$ cat src/rtl/jk_pkg.sv
// jk_pkg: shared constants and types for the JK flip-flop counter family
//   MODE_*   : counter operating modes carried on a jk_mode_t
//   JK_*     : {j,k} action encodings understood by jk_ff_cell
package jk_pkg;
    typedef logic [1:0] jk_mode_t;
    localparam jk_mode_t MODE_HOLD = 2'b00;
    localparam jk_mode_t MODE_UP   = 2'b01;
    localparam jk_mode_t MODE_DOWN = 2'b10;
    localparam jk_mode_t MODE_LOAD = 2'b11;
    localparam logic [1:0] JK_HOLD   = 2'b00;
    localparam logic [1:0] JK_RESET  = 2'b01;
    localparam logic [1:0] JK_SET    = 2'b10;
    localparam logic [1:0] JK_TOGGLE = 2'b11;
endpackage

$ cat src/rtl/jk_ff_cell.sv
// jk_ff_cell: one-bit JK flip-flop with asynchronous active-high reset
//   clk, rst : clock and async reset (q cleared)
//   j, k     : JK controls (hold / reset / set / toggle)
//   q, nq    : stored bit and its complement
module jk_ff_cell
    import jk_pkg::*;
(
    input  logic clk,
    input  logic rst,
    input  logic j,
    input  logic k,
    output logic q,
    output logic nq
);
    always_ff @(posedge clk or posedge rst)
        if (rst)
            q <= 1'b0;
        else
            q <= ({j, k} == JK_SET)    ? 1'b1 :
                 ({j, k} == JK_RESET)  ? 1'b0 :
                 ({j, k} == JK_TOGGLE) ? ~q   : q;
    assign nq = ~q;
endmodule

$ cat src/rtl/jk_sync_counter.sv
// jk_sync_counter: modulo-MODULUS up/down/load counter built from JK cells
//   clk, rst  : clock and async active-high reset
//   en, mode  : enable and operation (hold/up/down/load)
//   load_val  : parallel load value, clamped to MODULUS-1
//   q, nq     : count and its complement
//   tc        : combinational terminal count for cascading
//   wrap      : registered pulse after a wrap-around
//   load_err  : registered pulse after a clamped load
module jk_sync_counter
    import jk_pkg::*;
#(
    parameter int WIDTH   = 4,
    parameter int MODULUS = 16
) (
    input  logic             clk,
    input  logic             rst,
    input  logic             en,
    input  jk_mode_t         mode,
    input  logic [WIDTH-1:0] load_val,
    output logic [WIDTH-1:0] q,
    output logic [WIDTH-1:0] nq,
    output logic             tc,
    output logic             wrap,
    output logic             load_err
);
    localparam logic [WIDTH-1:0] MAX   = WIDTH'(MODULUS - 1);
    localparam logic [WIDTH:0]   MOD_W = (WIDTH + 1)'(MODULUS);
    generate
        if (WIDTH < 1 || MODULUS < 2 || MODULUS > 2 ** WIDTH) begin : g_bad_params
            $error("jk_sync_counter: need WIDTH >= 1 and 2 <= MODULUS <= 2**WIDTH");
        end
    endgenerate
    logic             at_max, at_zero, clamp;
    logic [WIDTH-1:0] target, j, k;
    always_comb begin
        at_max  = q == MAX;
        at_zero = q == '0;
        // compared one bit wider so MODULUS = 2**WIDTH is representable
        clamp   = {1'b0, load_val} >= MOD_W;
        target  = (mode == MODE_UP)   ? (at_max  ? '0  : q + 1'b1) :
                  (mode == MODE_DOWN) ? (at_zero ? MAX : q - 1'b1) :
                  (clamp ? MAX : load_val);
        // counting toggles exactly the bits that differ; loading sets/resets each bit
        j  = (!en || mode == MODE_HOLD) ? '0 : (mode == MODE_LOAD) ? target  : q ^ target;
        k  = (!en || mode == MODE_HOLD) ? '0 : (mode == MODE_LOAD) ? ~target : q ^ target;
        tc = en && ((mode == MODE_UP && at_max) || (mode == MODE_DOWN && at_zero));
    end
    genvar i;
    generate
        for (i = 0; i < WIDTH; i++) begin : g_cell
            jk_ff_cell u_cell (
                .clk (clk),
                .rst (rst),
                .j   (j[i]),
                .k   (k[i]),
                .q   (q[i]),
                .nq  (nq[i])
            );
        end
    endgenerate
    // a wrap-around happens exactly on an edge where terminal count is asserted
    always_ff @(posedge clk or posedge rst)
        if (rst) begin
            wrap     <= 1'b0;
            load_err <= 1'b0;
        end else begin
            wrap     <= tc;
            load_err <= en && mode == MODE_LOAD && clamp;
        end
endmodule

$ cat config.mk
export PLATFORM = sky130hd
export DESIGN_NAME = jk_sync_counter
export DESIGN_NICKNAME = d
export VERILOG_FILES = /design/src/rtl/jk_pkg.sv /design/src/rtl/jk_ff_cell.sv /design/src/rtl/jk_sync_counter.sv
export SDC_FILE = /design/constraint.sdc
export NUM_CORES = 1
export LEC_CHECK = 0
export ABC_AREA = 1
export CELL_PAD_IN_SITES_DETAIL_PLACEMENT = 1
export CELL_PAD_IN_SITES_GLOBAL_PLACEMENT = 1
export CORE_MARGIN = 2
export CORE_UTILIZATION = 27
export CTS_CLUSTER_DIAMETER = 120
export DETAILED_ROUTE_END_ITERATION = 6
export HOLD_SLACK_MARGIN = 0.12
export PLACE_DENSITY = 0.83
export RECOVER_POWER = 100
export SETUP_SLACK_MARGIN = 0.5
export SYNTH_ARGS = -nofsm -noshare
export SYNTH_HDL_FRONTEND = slang
export SYNTH_SLANG_ARGS = --single-unit
$ cat constraint.sdc
create_clock -name clk -period 1.75 [get_ports clk]
set_input_delay 0.35 -clock clk [delete_from_list [all_inputs] [get_ports clk]]
set_output_delay 0.35 -clock clk [all_outputs]
set_load 0.05 [all_outputs]
After elaboration in Yosys (flattened, before gate mapping)
Index checks and enable logic that the tools add are counted.
{"block": "totals", "reg_bits": 5, "output_inout_bits": 11, "elab_cells": 61}
{"block": "classes", "n_addsub": 2, "n_eq_ne": 16, "n_mux": 20, "bitwise_logic": 6, "reduce_logical": 12}
{"cell": "2-to-1 mux 4 bit", "n": 8}
{"cell": "== test 2 bit, second input constant", "n": 10}
{"cell": "2-to-1 mux 1 bit", "n": 12}
{"cell": "nonzero test 3 bit", "n": 4}
{"cell": "== test 2 x 1 -> 1 bit, second input constant", "n": 5}
{"cell": "adder 4 x 1 -> 4 bit, second input constant", "n": 1}
{"cell": "== test 4 bit, second input constant", "n": 1}
{"cell": "logical NOT 4 bit", "n": 1}
{"cell": "inverter 1 bit", "n": 4}
{"cell": "inverter 4 bit", "n": 1}
{"cell": "subtractor 4 x 1 -> 4 bit, second input constant", "n": 1}
{"cell": "XOR 4 bit", "n": 1}
{"cell": "logical AND 1 bit", "n": 3}
{"cell": "logical NOT 2 bit", "n": 1}
{"cell": "logical OR 1 bit", "n": 2}
{"cell": "logical NOT 1 bit", "n": 1}

Longest topological paths before layout
Gate-level depths: netlist of the first run.
{"block": "depth", "ltp_word": 11, "mapped_depth": 8, "mapped_depth_nobuf": 8}

Cells and area by module
A second synthesis of the first run with hierarchy kept.
{"block": "unflattened", "cells_unflattened": 128, "hier_area_um2": 715.7}
{"mod": "jk_sync_counter", "instances": 1, "cells_each": 100, "area_per_inst_um2": 505.5, "seq_area_each_um2": 25.0}
{"mod": "jk_ff_cell", "instances": 4, "cells_each": 7, "area_per_inst_um2": 52.6, "seq_area_each_um2": 25.0}

Least setup slack after synthesis of the first run
OpenSTA, ideal clock, no wires.
{"block": "synth_path", "path_type": "register to output", "startpoint": "register g_cell[0].u_cell.q", "endpoint": "output tc", "arrival_ps": 1607, "t_required_ps": 1400, "setup_slack_ps": -207, "stages_incl_launch_ff": 5, "n_path_buf": 0, "path_cell_list": "dfrtp_1 inv_1 ha_1 nand3_1 a21oi_1"}
{"block": "synth_between", "elab_chain_cells": 4, "elab_cells_between_ends": 6}
{"item": "start: declaration", "line": "jk_ff_cell.sv:12", "text": "output logic q,"}
{"item": "start signal: assignment", "line": "jk_ff_cell.sv:19", "text": "q <= ({j, k} == JK_SET) ? 1'b1 :"}
{"item": "== test 4 bit / logical NOT 4 bit (equally long branches)", "line": "jk_sync_counter.sv:36, jk_sync_counter.sv:37"}
{"item": "logical AND 1 bit", "line": "jk_sync_counter.sv:46", "text": "tc = en && ((mode == MODE_UP && at_max) || (mode == MODE_DOWN && at_zero));"}
{"item": "logical OR 1 bit *", "line": "jk_sync_counter.sv:46"}
{"item": "logical AND 1 bit *", "line": "jk_sync_counter.sv:46"}
{"item": "end: declaration", "line": "jk_sync_counter.sv:22", "text": "output logic tc,"}
Every way passes the cells marked *; elsewhere a longest branch is shown, timed or not.

Worst setup path after layout of the first run
Same ends and word-level chain as after synthesis.

==> results.yml, run 1 <==
power_and_ir_drop:
  p_per_area_nw_per_um2: 880
  total_power_mw: 0.878
  p_leak_nw: 0.465
  ir_worst_vdd_mv: 0.590
drt:
  drtPass1Iterations: 4
  routed_via_density: 4.88
  wl_met1_um: 662
  wl_met2_mm: 1.07
  met3_length_um: 92
  drc_errors: 0
  dr_total_vias: 644
  drt_wl_total_mm: 1.87
  final_antenna_net_count: 0
  wire_per_inst_um: 14.2
  maxUsedRoutingLayer: "met4"
  drtIter0Drc: 3
sta:
  tightest_slew_ns: 0.604
  rsz0062_at_grt: "true"
  finalHoldViolCount: 0
  post-route-min-period_ns: 1.72
  fin_ws_ns: 0.0317
  finalSetupViolCount: 0
  relSlewSlack_pct: 59.9
  skew_ns: 0.00517
  max_freq_mhz: 582
  finalSetupTns_ns: 0
  slew_violations: 0
  timing.final.crit_share_pct: 98.2
  finalHoldWorstSlack_ns: 0.444
final_layout:
  drive_above_1_share_pct: 58.9
  stdcell_count: 132
  num-fill-cells: 207
  final_area_um2: 997
  nets: 119
  final_util_pct: 58.4
  area_growth_syn_to_layout_pct: 107
  diodes: 0
floorplanning:
  num_rows: 15
  start_util_pct: 28.2
  core_um2: 1710
  die_w_um: 46.2
  die_area_um2: 2140
  num_io_pins: 20
  fp.dieH_um: 46.2
critical_path:
  slowest_stage: "dfrtp_2"
  max_stage_delay_ns: 0.45
  path_cells: "inv_4, ha_4, nand3_2, a21oi_4, buf_12"
  start_kind: "flip-flop"
  crit_path_end_kind: "output pin"
  path_delay_family: "flip-flops"
  rr_worst_depth: 6
  critical_path_required_ns: 1.40
  cp.buffers_inverters: 2
  worst_ep_arrival_time_ns: 1.37
  path_depth: 5
  reg2reg_slack_ns: 0.39
  path_class: "flip-flop to output pin"
  critPathMaxFanout: 4
synth:
  syn_area_um2: 482
  synthFlopType: "dfrtp_1"
  syn-num-nets: 83
  synth_cells: 72
  async_flop_share_pct: 100
  synthDistinctLibCells: 18
  ys_seq_elements: 5
  synth_edf_count: 0
  ys_warn_count: 0
  avgSynthCellArea_um2: 6.69
  ys_seq_area_share_pct: 26.0
clocking:
  cts-hold-fix-buffers: 0
  insertion_delay_ns: 0.25
  clock_path_buffers: 2
  cts_tree: "done"
  clockRootBuffer: "clkbuf_4"
  cts.sinks: 5
  cts_buffers: 3
  htree_levels: 1
  clkTransAtPathRegs_ns: 0.05
global_routing:
  grt_pass1_vias: 569
  grt_max_degree: 7
  track_usage_pct: 16.5
  overflow: 0
  antenna_found_initial: 0
  grt_pass1_wl_mm: 2.44
run_status:
  status: "finished clean"
worst_hold_path:
  hp-class: "primary input to asynchronous set/reset pin"
placed_design:
  pre_cts_ws_ns: -0.186
  port_buffers: 18
  dpl_cell_area_um2: 737
  dp_cells: 112
  place.gp.congestion: 0.846
  dp_hpwl_mm: 1.16
run:
  maxCapViolCount: 0
final cells by class:
type	instances	area (um2)	share of cell area (%)
Tap cell	25	31.3	3.14
Inverter	11	53.8	5.40
Clock buffer	4	26.3	2.63
Sequential cell	5	129	12.9
Multi-Input combinational cell	47	329	33.0
Timing Repair Buffer	40	428	42.9
worst register-to-register path, stage by stage, from the launching register on:
cell	delay [ns]
dfrtp_2	0.45
ha_4	0.18
buf_4	0.15
nor2_1	0.21
o21ai_2	0.11
nand3_1	0.09
o21ai_2	0.06
cells in the final DEF (no fill, tap or decap), types with 4 or more instances in the layout:
cell type,count
inv_2,5
buf_8,4
clkdlybuf4s50_1,5
nor2_1,5
buf_4,16
nand3_1,5
buf_12,5
nand2_1,9
buf_6,6
power by group:
group | internal [mW] | switching (mW) | leakage (nW)
Combinational | 0.265 | 0.316 | 0.391
Clock | 0.0864 | 0.0504 | 0.0150
Sequential | 0.136 | 0.0248 | 0.0593
sequential cells by signal (all words and copies together) (netlist names):
register and count:
g_cell.u_cell.q 4, wrap 1
logic make-up after synthesis:
group	after synthesis	synth area share, %
fa+ha+maj	2	5.19
simple gates	30	28.3
buf+inv	20	22.6
other cells	1	0.778
flops	5	26.0
compound gates	14	17.1
path summary, 6_finish.rpt:
check	startpoint	end
worst max-delay path	g_cell[0].u_cell.q$_DFFE_PP0P_	tc
worst min-delay path	rst	g_cell[1].u_cell.q$_DFFE_PP0P_
worst max register to register	g_cell[0].u_cell.q$_DFFE_PP0P_	g_cell[2].u_cell.q$_DFFE_PP0P_
worst min register to register	g_cell[0].u_cell.q$_DFFE_PP0P_	g_cell[0].u_cell.q$_DFFE_PP0P_
max in group asynchronous	rst	g_cell[3].u_cell.q$_DFFE_PP0P_
min in group clk	mode[0]	wrap$_DFF_PP0_
timing repair:
item | CTS | global route
endpoints found under the setup margin | 14 | 12
buffers inserted | 9 | 7
pin swaps | 4 | 5
gates resized for setup | 31 | 20
synthesized netlist by cell type, types with 2 or more instances:
master,n,area (um2)
nand3_1,6,30.0
nor2_1,7,26.3
ha_1,2,25.0
buf_4,9,67.6
a21oi_1,4,20.0
o21ai_0,8,40.0
nand2_1,12,45.0
inv_1,8,30.0
inv_2,3,11.3
dfrtp_1,5,125
metal layers:
metal,vias up,GRT usage [%]
met5,-,0
met1,321,17.4
met2,24,31.7
met3,4,4.71
li1,295,-
met4,0,3.43
(Power assumes the default switching activity.)
==> run 2, diff against run 1 <==
--- a/config.mk
+++ b/config.mk
@@ -13,9 +13,11 @@
 export CTS_CLUSTER_DIAMETER = 120
 export DETAILED_ROUTE_END_ITERATION = 6
 export HOLD_SLACK_MARGIN = 0.12
+export MAX_ROUTING_LAYER = met4
 export PLACE_DENSITY = 0.83
 export RECOVER_POWER = 100
 export SETUP_SLACK_MARGIN = 0.5
+export SKIP_LAST_GASP = 1
 export SYNTH_ARGS = -nofsm -noshare
 export SYNTH_HDL_FRONTEND = slang
 export SYNTH_SLANG_ARGS = --single-unit
==> constraint.sdc (replaced) <==
create_clock -name clk -period 1.75 [get_ports clk]
set_input_delay 0.35 -clock clk [delete_from_list [all_inputs] [get_ports clk]]
set_output_delay 0.35 -clock clk [all_outputs]
set_load 0.01 [all_outputs]
==> run 2 against run 1 <==
Against the previous run:
- cell count up 11%
- clock skew up 0.011 ns
- critical path depth down 1
- flip-flop and latch count unchanged
- global-route usage up 5.1 points
- sequential share of layout area down 0.14 points
- final area down 0.88%
- sequential power about the same
- power down 12%
==> results.yml, run 2 (synthesis gave the netlist of run 1 again) <==
sta:
  slew_violations: 0
  rsz0062_at_grt: "true"
  finalHoldViolCount: 0
  skew_ns: 0.0163
  post-route-min-period_ns: 1.68
  finalHoldWorstSlack_ns: 0.442
  timing.final.crit_share_pct: 95.9
  max_freq_mhz: 596
  finalSetupViolCount: 0
clocking:
  cts_buffers: 3
  insertion_delay_ns: 0.26
  cts.sinks: 5
  clock_path_buffers: 2
  cts-hold-fix-buffers: 0
  clockRootBuffer: "clkbuf_4"
  htree_levels: 1
  cts_tree: "done"
  clkTransAtPathRegs_ns: 0.06
final_layout:
  largest-register: "g_cell.u_cell.q"
  diodes: 0
  nets: 133
  largest_register_ffs: 4
  drive_above_1_share_pct: 56.2
  num-fill-cells: 210
  final_cell_mix: "buf_4, buf_6, nand2_1"
  regArea_um2: 126
  multiInputGateArea_um2: 298
  final_area_um2: 988
  area_growth_syn_to_layout_pct: 105
  layout_commonest_cell: "buf_4"
  reg_top3: "g_cell.u_cell.q: 4 flops, wrap: 1 flops"
placed_design:
  dpl_cell_area_um2: 732
  port_buffers: 18
  place.gp.congestion: 0.880
  dp_hpwl_mm: 1.12
power_and_ir_drop:
  power_switching_mw: 0.294
  p_leak_nw: 0.489
  seq_power_share_pct: 20.4
  p_per_area_nw_per_um2: 785
  combinationalPowerShare_pct: 60.6
  switching_share_pct: 37.9
  ir_worst_vdd_mv: 0.454
  p_int_mw: 0.482
  clock_power_share_pct: 19.1
drt:
  drc_errors: 0
  drtIter0Drc: 4
  drtPass1Iterations: 2
  routed_via_density: 4.53
  final_antenna_net_count: 0
  drt_wl_total_mm: 2.23
  wire_per_inst_um: 15.3
  dr_total_vias: 661
critical_path:
  path_class: "flip-flop to output pin"
  reg2reg_slack_ns: 0.18
  critPathMaxFanout: 3
  start_kind: "flip-flop"
  crit-reg2reg-launch: "g_cell[1].u_cell.q$_DFFE_PP0P_"
  rr_endpoint: "g_cell[0].u_cell.q$_DFFE_PP0P_"
  crit_path_end_kind: "output pin"
  rr_worst_depth: 7
  worst_ep_arrival_time_ns: 1.33
  critical_path_required_ns: 1.40
global_routing:
  grt_max_degree: 8
  track_usage_pct: 21.5
  grt_pass1_vias: 662
  grt_pass1_wl_mm: 2.96
  overflow: 0
  antenna_found_initial: 0
floorplanning:
  core_um2: 1710
  start_util_pct: 28.2
  fp.dieH_um: 46.2
  num_io_pins: 20
  die_w_um: 46.2
  num_rows: 15
  die_area_um2: 2140
run:
  maxCapViolCount: 0
worst_hold_path:
  hp-class: "primary input to asynchronous set/reset pin"
run_status:
  status: "finished clean"
run 2: cell count changes in the layout (fill, tap and decap cells not counted), sizes merged:
cell	delta
clkdlybuf4s25	+2
clkbuf	+5
buf	+8
clkdlybuf4s15	-1
run 2: worst max-delay path by stage:
stage | startpoint | to | slack [ns] | cells past startpoint
global route | g_cell[1].u_cell.q$_DFFE_PP0P_ | g_cell[0].u_cell.q$_DFFE_PP0P_ | 0.01 | 7
CTS | g_cell[1].u_cell.q$_DFFE_PP0P_ | tc | 0.11 | 5
finish | g_cell[1].u_cell.q$_DFFE_PP0P_ | tc | 0.07 | 4
detailed placement | mode[1] | tc | -0.45 | 5
global placement | mode[1] | tc | -0.41 | 5
floorplan | g_cell[1].u_cell.q$_DFFE_PP0P_ | tc | 0.48 | 4
run 2: stage by stage:
stage / instances / power, mW / util (%) / setup WS [ns] / setup TNS (ns)
floorplan: 72 / 0.327 / - / 0.477 / 0
global placement: 118 / 0.444 / 42.9 / -0.410 / -0.413
detailed placement: 118 / 0.454 / 42.9 / -0.451 / -0.490
CTS: 136 / 0.722 / 54.3 / 0.107 / 0
global route: 146 / 0.823 / 57.9 / 0.0108 / 0
finish: 146 / 0.776 / 57.9 / 0.0718 / 0
run 2: area by class of cell:
cell class | instances | area share (%)
Clock buffer | 4 | 2.66
Inverter | 11 | 5.19
Multi-Input combinational cell | 47 | 30.1
Sequential cell | 5 | 12.8
Tap cell | 25 | 3.16
Timing Repair Buffer | 54 | 46.1
run 2: worst max-delay path, stage by stage (launching register included):
cell and delay, ns:
dfrtp_1 0.44, ha_4 0.18, nand4_1 0.13, a21oi_2 0.18, buf_2 0.14
run 2: layer usage:
metal  wire (um)  vias up  global-route usage [%]
met5           0        -                       -
met4          62        0                    9.14
met3          93        7                    5.88
met2        1260       23                    39.4
met1         813      313                    20.8
li1            -      318                       -
run 2: power by group through the flow:
stage                     registers [mW]  clock network (mW)  logic [mW]
after detailed placement           0.153                   0       0.301
after global placement             0.152                   0       0.291
final                              0.158               0.148       0.470
after global routing               0.160               0.158       0.505
after CTS                          0.154               0.148       0.420
after floorplan                    0.157                   0       0.171
run 2: repair_timing:
action | CTS | global route
pin swaps | 7 | 4
setup endpoints to repair | 14 | 13
resized for setup | 68 | 18
setup buffers | 14 | 10
==> run 3, diff against run 2 <==
--- a/config.mk
+++ b/config.mk
@@ -14,7 +14,7 @@
 export DETAILED_ROUTE_END_ITERATION = 6
 export HOLD_SLACK_MARGIN = 0.12
 export MAX_ROUTING_LAYER = met4
-export PLACE_DENSITY = 0.83
+export PLACE_DENSITY_LB_ADDON = 0.05
 export RECOVER_POWER = 100
 export SETUP_SLACK_MARGIN = 0.5
 export SKIP_LAST_GASP = 1
==> run 3 against run 2 <==
Against the previous run:
- sequential share of layout area decreased by 0.44 points
- power decreased by 4.2%
- sequential power about the same
- clock-buffer cell count unchanged
- register-to-register slack about the same
- clock skew decreased by 0.015 ns
- maximum frequency increased by 1.4%
- largest cell class unchanged
==> results.yml, run 3 (synthesis gave the netlist of run 1 again) <==
run_status:
  status: "finished clean"
floorplanning:
  die_area_um2: 2140
  core_um2: 1710
  num_rows: 15
  fp.dieH_um: 46.2
  start_util_pct: 28.2
  die_w_um: 46.2
  num_io_pins: 20
global_routing:
  grt_max_degree: 6
  track_usage_pct: 20.4
  grt_pass1_vias: 632
  antenna_found_initial: 0
  overflow: 0
  grt_pass1_wl_mm: 2.93
final_layout:
  reg_top3: "g_cell.u_cell.q: 4 flops, wrap: 1 flops"
  final_cell_mix: "buf_4, buf_6, nand2_1"
  layout_commonest_cell: "buf_4"
  stdcell_count: 148
  area_growth_syn_to_layout_pct: 112
  largest-register: "g_cell.u_cell.q"
  diodes: 0
  nets: 135
  num-fill-cells: 215
  largest_register_ffs: 4
  drive_above_1_share_pct: 56.1
clocking:
  cts.sinks: 5
  clkTransAtPathRegs_ns: 0.04
  htree_levels: 1
  insertion_delay_ns: 0.24
  cts_tree: "done"
  cts_buffers: 3
  cts-hold-fix-buffers: 0
  clockRootBuffer: "clkbuf_4"
  clock_path_buffers: 2
drt:
  wire_per_inst_um: 13.5
  met3_length_um: 64
  wl_met2_mm: 1.03
  drtPass1Iterations: 1
  final_antenna_net_count: 0
  wl_met1_um: 852
  dr_total_vias: 649
  maxUsedRoutingLayer: "met4"
  drtIter0Drc: 0
  drt_wl_total_mm: 2.00
  drc_errors: 0
  routed_via_density: 4.39
sta:
  timing.final.crit_share_pct: 94.6
  skew_ns: 0.00119
  finalSetupTns_ns: 0
  max_freq_mhz: 604
  slew_violations: 0
  rsz0062_at_grt: "true"
  finalHoldViolCount: 0
  post-route-min-period_ns: 1.66
  finalSetupViolCount: 0
critical_path:
  cp.buffers_inverters: 4
  slowest_stage: "dfrtp_1"
  crit-reg2reg-launch: "g_cell[2].u_cell.q$_DFFE_PP0P_"
  path_delay_family: "buffers and inverters"
  path_cells: "clkdlybuf4s25_1, clkbuf_2, inv_4, buf_6"
  path_class: "flip-flop to output pin"
  start_kind: "flip-flop"
  crit_path_end_kind: "output pin"
  worst_ep_arrival_time_ns: 1.31
  reg2reg_slack_ns: 0.17
  rr_endpoint: "g_cell[2].u_cell.q$_DFFE_PP0P_"
  critPathMaxFanout: 4
  max_stage_delay_ns: 0.42
  critical_path_required_ns: 1.40
  rr_worst_depth: 8
placed_design:
  dp_hpwl_mm: 1.25
  place.gp.congestion: 0.816
  port_buffers: 18
  dp_cells: 122
power_and_ir_drop:
  p_leak_nw: 0.508
  p_per_area_nw_per_um2: 726
  ir_worst_vdd_mv: 0.442
run:
  maxCapViolCount: 0
worst_hold_path:
  hp-class: "primary input to asynchronous set/reset pin"
==> run 3: cell count changes in the layout (fill, tap and decap cells not counted), sizes merged <==
cell and delta:
clkdlybuf4s15 +2, buf +1, clkbuf -1, clkdlybuf4s50 -1, clkinvlp +1, dlygate4sd2 +1
inv -1
==> run 3: cell type report <==
type                            count  area (um2)  area share [%]
Clock buffer                        4        26.3            2.57
Inverter                           11        47.5            4.65
Multi-Input combinational cell     47         304            29.7
Sequential cell                     5         126            12.3
Tap cell                           25        31.3            3.06
Timing Repair Buffer               56         488            47.7
==> run 3: metal layers <==
layer,vias to the layer above,track usage [%]
met4,0,6.29
met3,6,6.67
met2,19,31.9
met1,298,24.5
met5,-,-
li1,326,-
==> run 3: what timing repair did <==
action,4_1_cts,5_1_grt
setup endpoints to repair,14,13
hold endpoints to repair,0,0
setup buffers,16,6
gates resized for setup,68,18
pin swaps,4,9
==> run 3: worst max path at each step <==
stage | start | to | slack (ns) | depth (start not counted)
6_report | g_cell[2].u_cell.q$_DFFE_PP0P_ | nq[2] | 0.09 | 4
3_5_place_dp | mode[1] | tc | -0.47 | 6
3_3_place_gp | mode[1] | tc | -0.43 | 6
5_1_grt | g_cell[0].u_cell.q$_DFFE_PP0P_ | tc | 0.002 | 4
2_1_floorplan | g_cell[1].u_cell.q$_DFFE_PP0P_ | tc | 0.48 | 4
4_1_cts | g_cell[0].u_cell.q$_DFFE_PP0P_ | tc | 0.1 | 5
==> run 3: worst reg2reg max path: cells and delay by family (launching register included) <==
family                 cells  cell delay (ns)
buffers and inverters      4             0.68
flip-flops                 1             0.42
AO/OA/AOI/OAI              3             0.28
AND/OR/NAND/NOR            1             0.09
==> run 3: per-stage QoR <==
step / util (%) / setup slack (ns) / power [mW] / instance area (um2) / hold slack (ns)
floorplan: - / 0.477 / 0.327 / 498 / 0.129
global placement: 44.6 / -0.427 / 0.472 / 762 / 0.565
detailed placement: 44.6 / -0.467 / 0.477 / 762 / 0.571
CTS: 55.2 / 0.0996 / 0.695 / 942 / 0.311
global route: 59.9 / 0.00168 / 0.805 / 1020 / 0.445
finish: 59.9 / 0.0943 / 0.744 / 1020 / 0.443
==> run 3: where the power goes <==
group	internal, mW	switching, mW	total (mW)
registers	0.134	0.0237	0.158
logic	0.254	0.199	0.452
clock network	0.0862	0.0474	0.134
total	0.474	0.270	0.744
